`config.mk`:
```
export PLATFORM = sky130hd
export DESIGN_NAME = savomax_mode_seq
export DESIGN_NICKNAME = d
export VERILOG_FILES = /design/src/rtl/savomax_pkg.sv /design/src/rtl/savomax_period_meter.sv /design/src/rtl/savomax_mode_seq.sv
export SDC_FILE = /design/constraint.sdc
export NUM_CORES = 1
export LEC_CHECK = 0
export CAP_MARGIN = 20
export CORE_MARGIN = 8
export CORE_UTILIZATION = 30
export DETAILED_ROUTE_END_ITERATION = 16
export DONT_BUFFER_PORTS = 1
export GPL_TIMING_DRIVEN = 0
export PLACE_DENSITY = 0.44
export SYNTH_ARGS = -nofsm -noshare
export SYNTH_HDL_FRONTEND = slang
export SYNTH_SLANG_ARGS = --single-unit
```
`constraint.sdc`:
```
create_clock -name clk_in -period 3.6 [get_ports clk_in]
set_clock_uncertainty 0.2 [all_clocks]
set_input_delay 0.54 -clock clk_in [delete_from_list [all_inputs] [get_ports clk_in]]
set_output_delay 0.54 -clock clk_in [all_outputs]
set_load 0.005 [all_outputs]
```
`src/rtl/savomax_pkg.sv`:
```
// rtl/savomax_pkg.sv - shared format codes, state encoding and ms-to-cycle helper
package savomax_pkg;

  typedef enum logic [2:0] {
    FORMAT_UNKNOWN = 3'b000,
    FORMAT_NTSC    = 3'b010,
    FORMAT_PAL     = 3'b100
  } format_t;

  typedef enum logic [2:0] {
    ST_IDLE    = 3'd0,
    ST_ARM     = 3'd1,
    ST_MEASURE = 3'd2,
    ST_CONFIRM = 3'd3,
    ST_UPDATE  = 3'd4,
    ST_LOST    = 3'd5
  } state_t;

  function automatic logic [31:0] ms_to_cyc(input int clk_freq, input int ms);
    return 32'((clk_freq / 1000) * ms);
  endfunction

endpackage

```
`src/rtl/savomax_period_meter.sv`:
```
// rtl/savomax_period_meter.sv - vsync synchronizer, falling-edge detect and saturating period counter
module savomax_period_meter
  import savomax_pkg::*;
#(
  parameter logic [31:0] MIN_CYC = ms_to_cyc(250_000, 10),
  parameter logic [31:0] TO_CYC  = ms_to_cyc(250_000, 40)
) (
  input  logic        clk_in,
  input  logic        rst_n_in,
  input  logic        clear,
  input  logic        run,
  input  logic        vsync_in,
  output logic        edge_accept,
  output logic        timeout,
  output logic [31:0] period_meas,
  output logic [31:0] period_out
);

  logic        sync1;
  logic        sync2;
  logic        sync3;
  logic        fall;
  logic [31:0] cnt;

  assign fall        = sync3 & ~sync2;
  assign period_meas = cnt + 32'd1;
  // Too-short periods are treated as glitches: the counter keeps running from the last good edge.
  assign edge_accept = fall & run & (period_meas >= MIN_CYC);
  assign timeout     = run & (cnt == TO_CYC);

  always_ff @(posedge clk_in or negedge rst_n_in) begin
    if (!rst_n_in) begin
      sync1      <= 1'b0;
      sync2      <= 1'b0;
      sync3      <= 1'b0;
      cnt        <= 32'd0;
      period_out <= 32'd0;
    end else begin
      sync1 <= vsync_in;
      sync2 <= sync1;
      sync3 <= sync2;
      if (clear) begin
        cnt        <= 32'd0;
        period_out <= 32'd0;
      end else if (!run) begin
        cnt <= 32'd0;
      end else if (edge_accept) begin
        cnt        <= 32'd0;
        period_out <= period_meas;
      end else if (cnt != TO_CYC) begin
        cnt <= cnt + 32'd1;
      end
    end
  end

endmodule

```
`src/rtl/savomax_mode_seq.sv`:
```
// rtl/savomax_mode_seq.sv - PAL/NTSC detector with confirmation filter and downstream mode handshake
module savomax_mode_seq
  import savomax_pkg::*;
#(
  parameter int CLK_FREQ          = 250_000,
  parameter int NTSC_PAL_TRESHOLD = 18,
  parameter int MIN_PERIOD_MS     = 10,
  parameter int TIMEOUT_MS        = 40,
  parameter int CONFIRM_COUNT     = 4
) (
  input  logic        clk_in,
  input  logic        rst_n_in,
  input  logic        enable_in,
  input  logic        vsync_in,
  input  logic        mode_ack_in,
  output logic [2:0]  format_out,
  output logic        format_valid_out,
  output logic        mode_req_out,
  output logic        lost_out,
  output logic [31:0] period_out
);

  localparam logic [31:0] TH_CYC      = ms_to_cyc(CLK_FREQ, NTSC_PAL_TRESHOLD);
  localparam logic [31:0] MIN_CYC     = ms_to_cyc(CLK_FREQ, MIN_PERIOD_MS);
  localparam logic [31:0] TO_CYC      = ms_to_cyc(CLK_FREQ, TIMEOUT_MS);
  localparam logic [7:0]  CONFIRM_MAX = 8'(CONFIRM_COUNT);

  state_t      state;
  format_t     cand;
  logic [7:0]  confirm_cnt;
  logic        run;
  logic        edge_accept;
  logic        timeout;
  logic [31:0] period_meas;
  format_t     edge_fmt;
  format_t     next_cand;
  logic [7:0]  next_cnt;
  logic        go_lost;

  assign run = (state != ST_IDLE);

  savomax_period_meter #(
    .MIN_CYC(MIN_CYC),
    .TO_CYC (TO_CYC)
  ) u_meter (
    .clk_in     (clk_in),
    .rst_n_in   (rst_n_in),
    .clear      (!enable_in),
    .run        (run),
    .vsync_in   (vsync_in),
    .edge_accept(edge_accept),
    .timeout    (timeout),
    .period_meas(period_meas),
    .period_out (period_out)
  );

  always_comb begin
    edge_fmt  = (period_meas > TH_CYC) ? FORMAT_PAL : FORMAT_NTSC;
    next_cand = cand;
    next_cnt  = 8'd1;
    if (edge_fmt == cand) begin
      next_cnt = (confirm_cnt >= CONFIRM_MAX) ? CONFIRM_MAX : confirm_cnt + 8'd1;
    end else begin
      next_cand = edge_fmt;
    end
  end

  // A simultaneous accepted edge proves the signal is alive, so it overrides the timeout.
  assign go_lost = timeout & ~edge_accept &
                   (state inside {ST_ARM, ST_MEASURE, ST_CONFIRM, ST_UPDATE});

  always_ff @(posedge clk_in or negedge rst_n_in) begin
    if (!rst_n_in) begin
      state            <= ST_IDLE;
      cand             <= FORMAT_UNKNOWN;
      confirm_cnt      <= 8'd0;
      format_out       <= FORMAT_UNKNOWN;
      format_valid_out <= 1'b0;
      mode_req_out     <= 1'b0;
      lost_out         <= 1'b0;
    end else if (!enable_in) begin
      state            <= ST_IDLE;
      cand             <= FORMAT_UNKNOWN;
      confirm_cnt      <= 8'd0;
      format_out       <= FORMAT_UNKNOWN;
      format_valid_out <= 1'b0;
      mode_req_out     <= 1'b0;
      lost_out         <= 1'b0;
    end else if (go_lost) begin
      state            <= ST_LOST;
      confirm_cnt      <= 8'd0;
      format_out       <= FORMAT_UNKNOWN;
      format_valid_out <= 1'b0;
      mode_req_out     <= 1'b0;
      lost_out         <= 1'b1;
    end else begin
      case (state)
        ST_IDLE: state <= ST_ARM;
        ST_ARM: begin
          if (edge_accept) state <= ST_MEASURE;
        end
        ST_MEASURE, ST_CONFIRM: begin
          if (edge_accept) begin
            cand <= next_cand;
            if (next_cnt < CONFIRM_MAX) begin
              confirm_cnt <= next_cnt;
              state       <= ST_CONFIRM;
            end else if ((next_cand != format_out) || !format_valid_out) begin
              confirm_cnt      <= next_cnt;
              format_out       <= next_cand;
              format_valid_out <= 1'b0;
              mode_req_out     <= 1'b1;
              state            <= ST_UPDATE;
            end else begin
              confirm_cnt <= CONFIRM_MAX;
              state       <= ST_MEASURE;
            end
          end
        end
        ST_UPDATE: begin
          if (mode_ack_in) begin
            mode_req_out     <= 1'b0;
            format_valid_out <= 1'b1;
            confirm_cnt      <= 8'd0;
            state            <= ST_MEASURE;
          end
        end
        ST_LOST: begin
          if (edge_accept) begin
            lost_out <= 1'b0;
            state    <= ST_ARM;
          end
        end
        default: state <= ST_IDLE;
      endcase
    end
  end

endmodule

```
==> results.py <==
metrics = {
    "status": {
        "status": "completed",
    },
    "synth": {
        "synthArstFlopShare_pct": 100,
        "yosys_warnings": 0,
        "syn_nets": 531,
        "synthTopCellsByCount": "nor2_1, dfrtp_1, a211oi_1",
        "synthMostInstantiatedCell": "nor2_1",
        "post_synth.cell_area_avg_um2": 9.32,
        "yosysTopAreaCell": "dfrtp_1",
        "synth_cell_types": 71,
        "synth_edf_count": 0,
        "yosys_register_bits": 87,
        "netlist_area_um2": 4860,
        "seq_area_frac_synth_pct": 44.8,
        "synthCells": 522,
        "synth_top_area_share_pct": 44.8,
        "ys_top_cells_by_area": "dfrtp_1, nor2_1, a211oi_1",
        "synth-main-ff-cell": "dfrtp_1",
    },
    "detailed_routing": {
        "avgRoutedWirePerCell_um": 17.8,
        "route.detailed.drc": 0,
        "ant_nets": 0,
        "dr.pass1.iters": 5,
        "vias_per_cell": 5.19,
        "wirelength_um": 13700,
        "drtIter0Drc": 321,
        "vias": 3999,
    },
    "floorplanning": {
        "die_x_um": 143,
        "die_area_um2": 20500,
        "rows": 46,
        "start_util_pct": 30.6,
        "core_area_um2": 15900,
        "io_pins": 43,
        "die_y_um": 143,
    },
    "power": {
        "power.density_nw_per_um2": 393,
        "power_mw": 2.26,
        "ir_worst_vdd_uv": 236,
        "p_leak_nw": 2.34,
    },
    "worst_setup_path": {
        "worstPathCellList": "clkbuf_4 -> nand4_4 -> or3_4 -> nor4_4 -> xnor2_1 -> and4b_4 -> a41oi_4 -> buf_4 -> or4_4 -> nand3_1 -> o2bb2ai_1",
        "cp.required_ns": 3.63,
        "critPathSlowestCell": "or4_4",
        "worstSetupEndpointType": "flip-flop",
        "max_stage_delay_ns": 0.49,
        "start_kind": "flip-flop",
        "crit_fanout": 9,
        "path_class": "flip-flop to flip-flop",
        "crit_arrival_ns": 3.48,
    },
    "sta": {
        "setup_viol": 0,
        "fin_crit_sh_pct": 95.6,
        "timing.fmax_mhz": 291,
        "hold_slack_ns": 0.141,
        "setup_tns_ns": 0,
        "max-slew-margin-rel_pct": 62.9,
        "hold_viol": 0,
        "rsz0062_at_grt": "false",
        "worst-slew-pin-transition_ns": 0.549,
        "min_period_ns": 3.44,
        "drv_slew": 0,
    },
    "global_route": {
        "track_usage_pct": 13.9,
        "antenna_found_initial": 0,
        "grt_max_degree": 88,
        "grt_pass1_wl_um": 22000,
        "grt_pass1_vias": 3898,
        "overflow": 0,
    },
    "final_layout": {
        "diodes": 0,
        "ff_latch_area_um2": 2180,
        "fin_cells": 770,
        "finish.utilization_pct": 36.2,
        "nFillCells": 1637,
        "multi_input_area_um2": 2570,
        "area_delta_synth_final_pct": 18.1,
        "drive_gt1_share_pct": 16.2,
        "fin_nets": 558,
    },
    "place": {
        "place_inst": 738,
        "dp_hpwl_um": 9850,
        "portBuffers": 0,
        "place_congestion": 0.823,
    },
    "clock_network": {
        "cts_sinks": 87,
        "cts_tree": "built",
        "root_buffer": "clkbuf_16",
        "cts_buffers": 9,
        "clockBufferDepth": 2,
        "cts.reportedPaths.clkPinSlew_ns": 0.07,
        "clk_latency_ns": 0.35,
        "htree_levels": 3,
    },
    "hold_path": {
        "hp-class": "input pin to flip-flop",
    },
    "flow_run": {
        "maxCapViolations": 0,
    },
}
[metal layers]
metal,share of wire (%),track usage [%]
met5,0,0
met4,2.9,7.42
met3,4.9,2.92
met2,45,21.2
met1,47,18.1
[through the flow]
stage	worst slack (ns)	instance area (µm²)
floorplan	0.281	4860
global placement	-0.546	5130
detailed placement	-0.575	5130
CTS	0.0362	5620
global route	0.00282	5750
finish	0.158	5750
[power by group]
part / internal, mW / switching (mW) / total, mW / leakage, nW
Sequential: 0.998 / 0.0250 / 1.02 / 1.20
Clock: 0.537 / 0.402 / 0.939 / 0.134
Combinational: 0.0988 / 0.196 / 0.294 / 1.00
Total: 1.63 / 0.623 / 2.26 / 2.34
[final timing paths]
path                                                to                        from  slack [ns]  cells after the start
min                                cand[0]$_DFFE_PN0P_                   enable_in        0.14                      1
min in group asynchronous  u_meter.cnt[30]$_DFFE_PN0P_                    rst_n_in        0.52                      2
min reg2reg                    u_meter.sync2$_DFF_PN0_     u_meter.sync1$_DFF_PN0_        0.15                      0
max                               state[2]$_DFFE_PN0P_  u_meter.cnt[7]$_DFFE_PN0P_        0.16                     11
max in group asynchronous   u_meter.cnt[0]$_DFFE_PN0P_                    rst_n_in        2.23                      2
max reg2reg                       state[2]$_DFFE_PN0P_  u_meter.cnt[7]$_DFFE_PN0P_        0.16                     11
[worst max-delay path, delay by kind of cell, from the launching register on]
family          cells  cell delay [ns]
buf+inv             2             0.40
flops               1             0.33
xor+xnor            1             0.24
compound gates      2             0.24
simple gates        6             1.91
[kinds of logic (layout without fill, tap and decap cells)]
family	Yosys count	count (layout)	share of synthesized area [%]
buf+inv	53	85	4.84
xor+xnor	31	31	5.58
fa+ha+maj	4	4	1.03
simple gates	252	252	28.5
compound gates	86	86	13.3
mux	9	9	1.98
flops	87	87	44.8
[sequential cells by signal, summed over array words and instances (netlist names), 3 cells and up]
register and count:
confirm_cnt 8, format_out 3, state 3, cand 3, u_meter.cnt 32, u_meter.period_out 32
[layout by cell type, fill, tap and decap left out, drive strengths merged, types with 4 or more instances in the layout]
master / count
xnor2: 20
inv: 16
dfrtp: 87
nand2: 31
a21oi: 8
and2: 10
nand3: 18
ha: 4
or3: 6
buf: 37
xor2: 11
and4: 4
o21a: 5
mux2i: 7
nor4b: 4
nor4: 16
a31oi: 4
nor3: 20
nand4: 20
clkbuf: 23
nand2b: 4
nor2b: 8
o21ai: 9
nor2: 88
a211oi: 31
clkinvlp: 4
and3: 9
[cell type report]
class / count / area share, %
Buffer: 34 / 3.22
Clock buffer: 9 / 3.92
Clock inverter: 7 / 1.28
Inverter: 16 / 1.05
Multi-Input combinational cell: 382 / 44.8
Sequential cell: 87 / 37.9
Tap cell: 216 / 4.70
Timing Repair Buffer: 19 / 3.14
[what timing repair did]
action                                  in CTS  in global routing
endpoints found under the setup margin      82                 76
hold endpoints to repair                    88                  0
hold buffers                                 3                  0
pin swaps                                    4                  8
gates resized for setup                     16                 17
buffers inserted                             7                  9
Note: power is estimated with default switching activity, not from simulation.
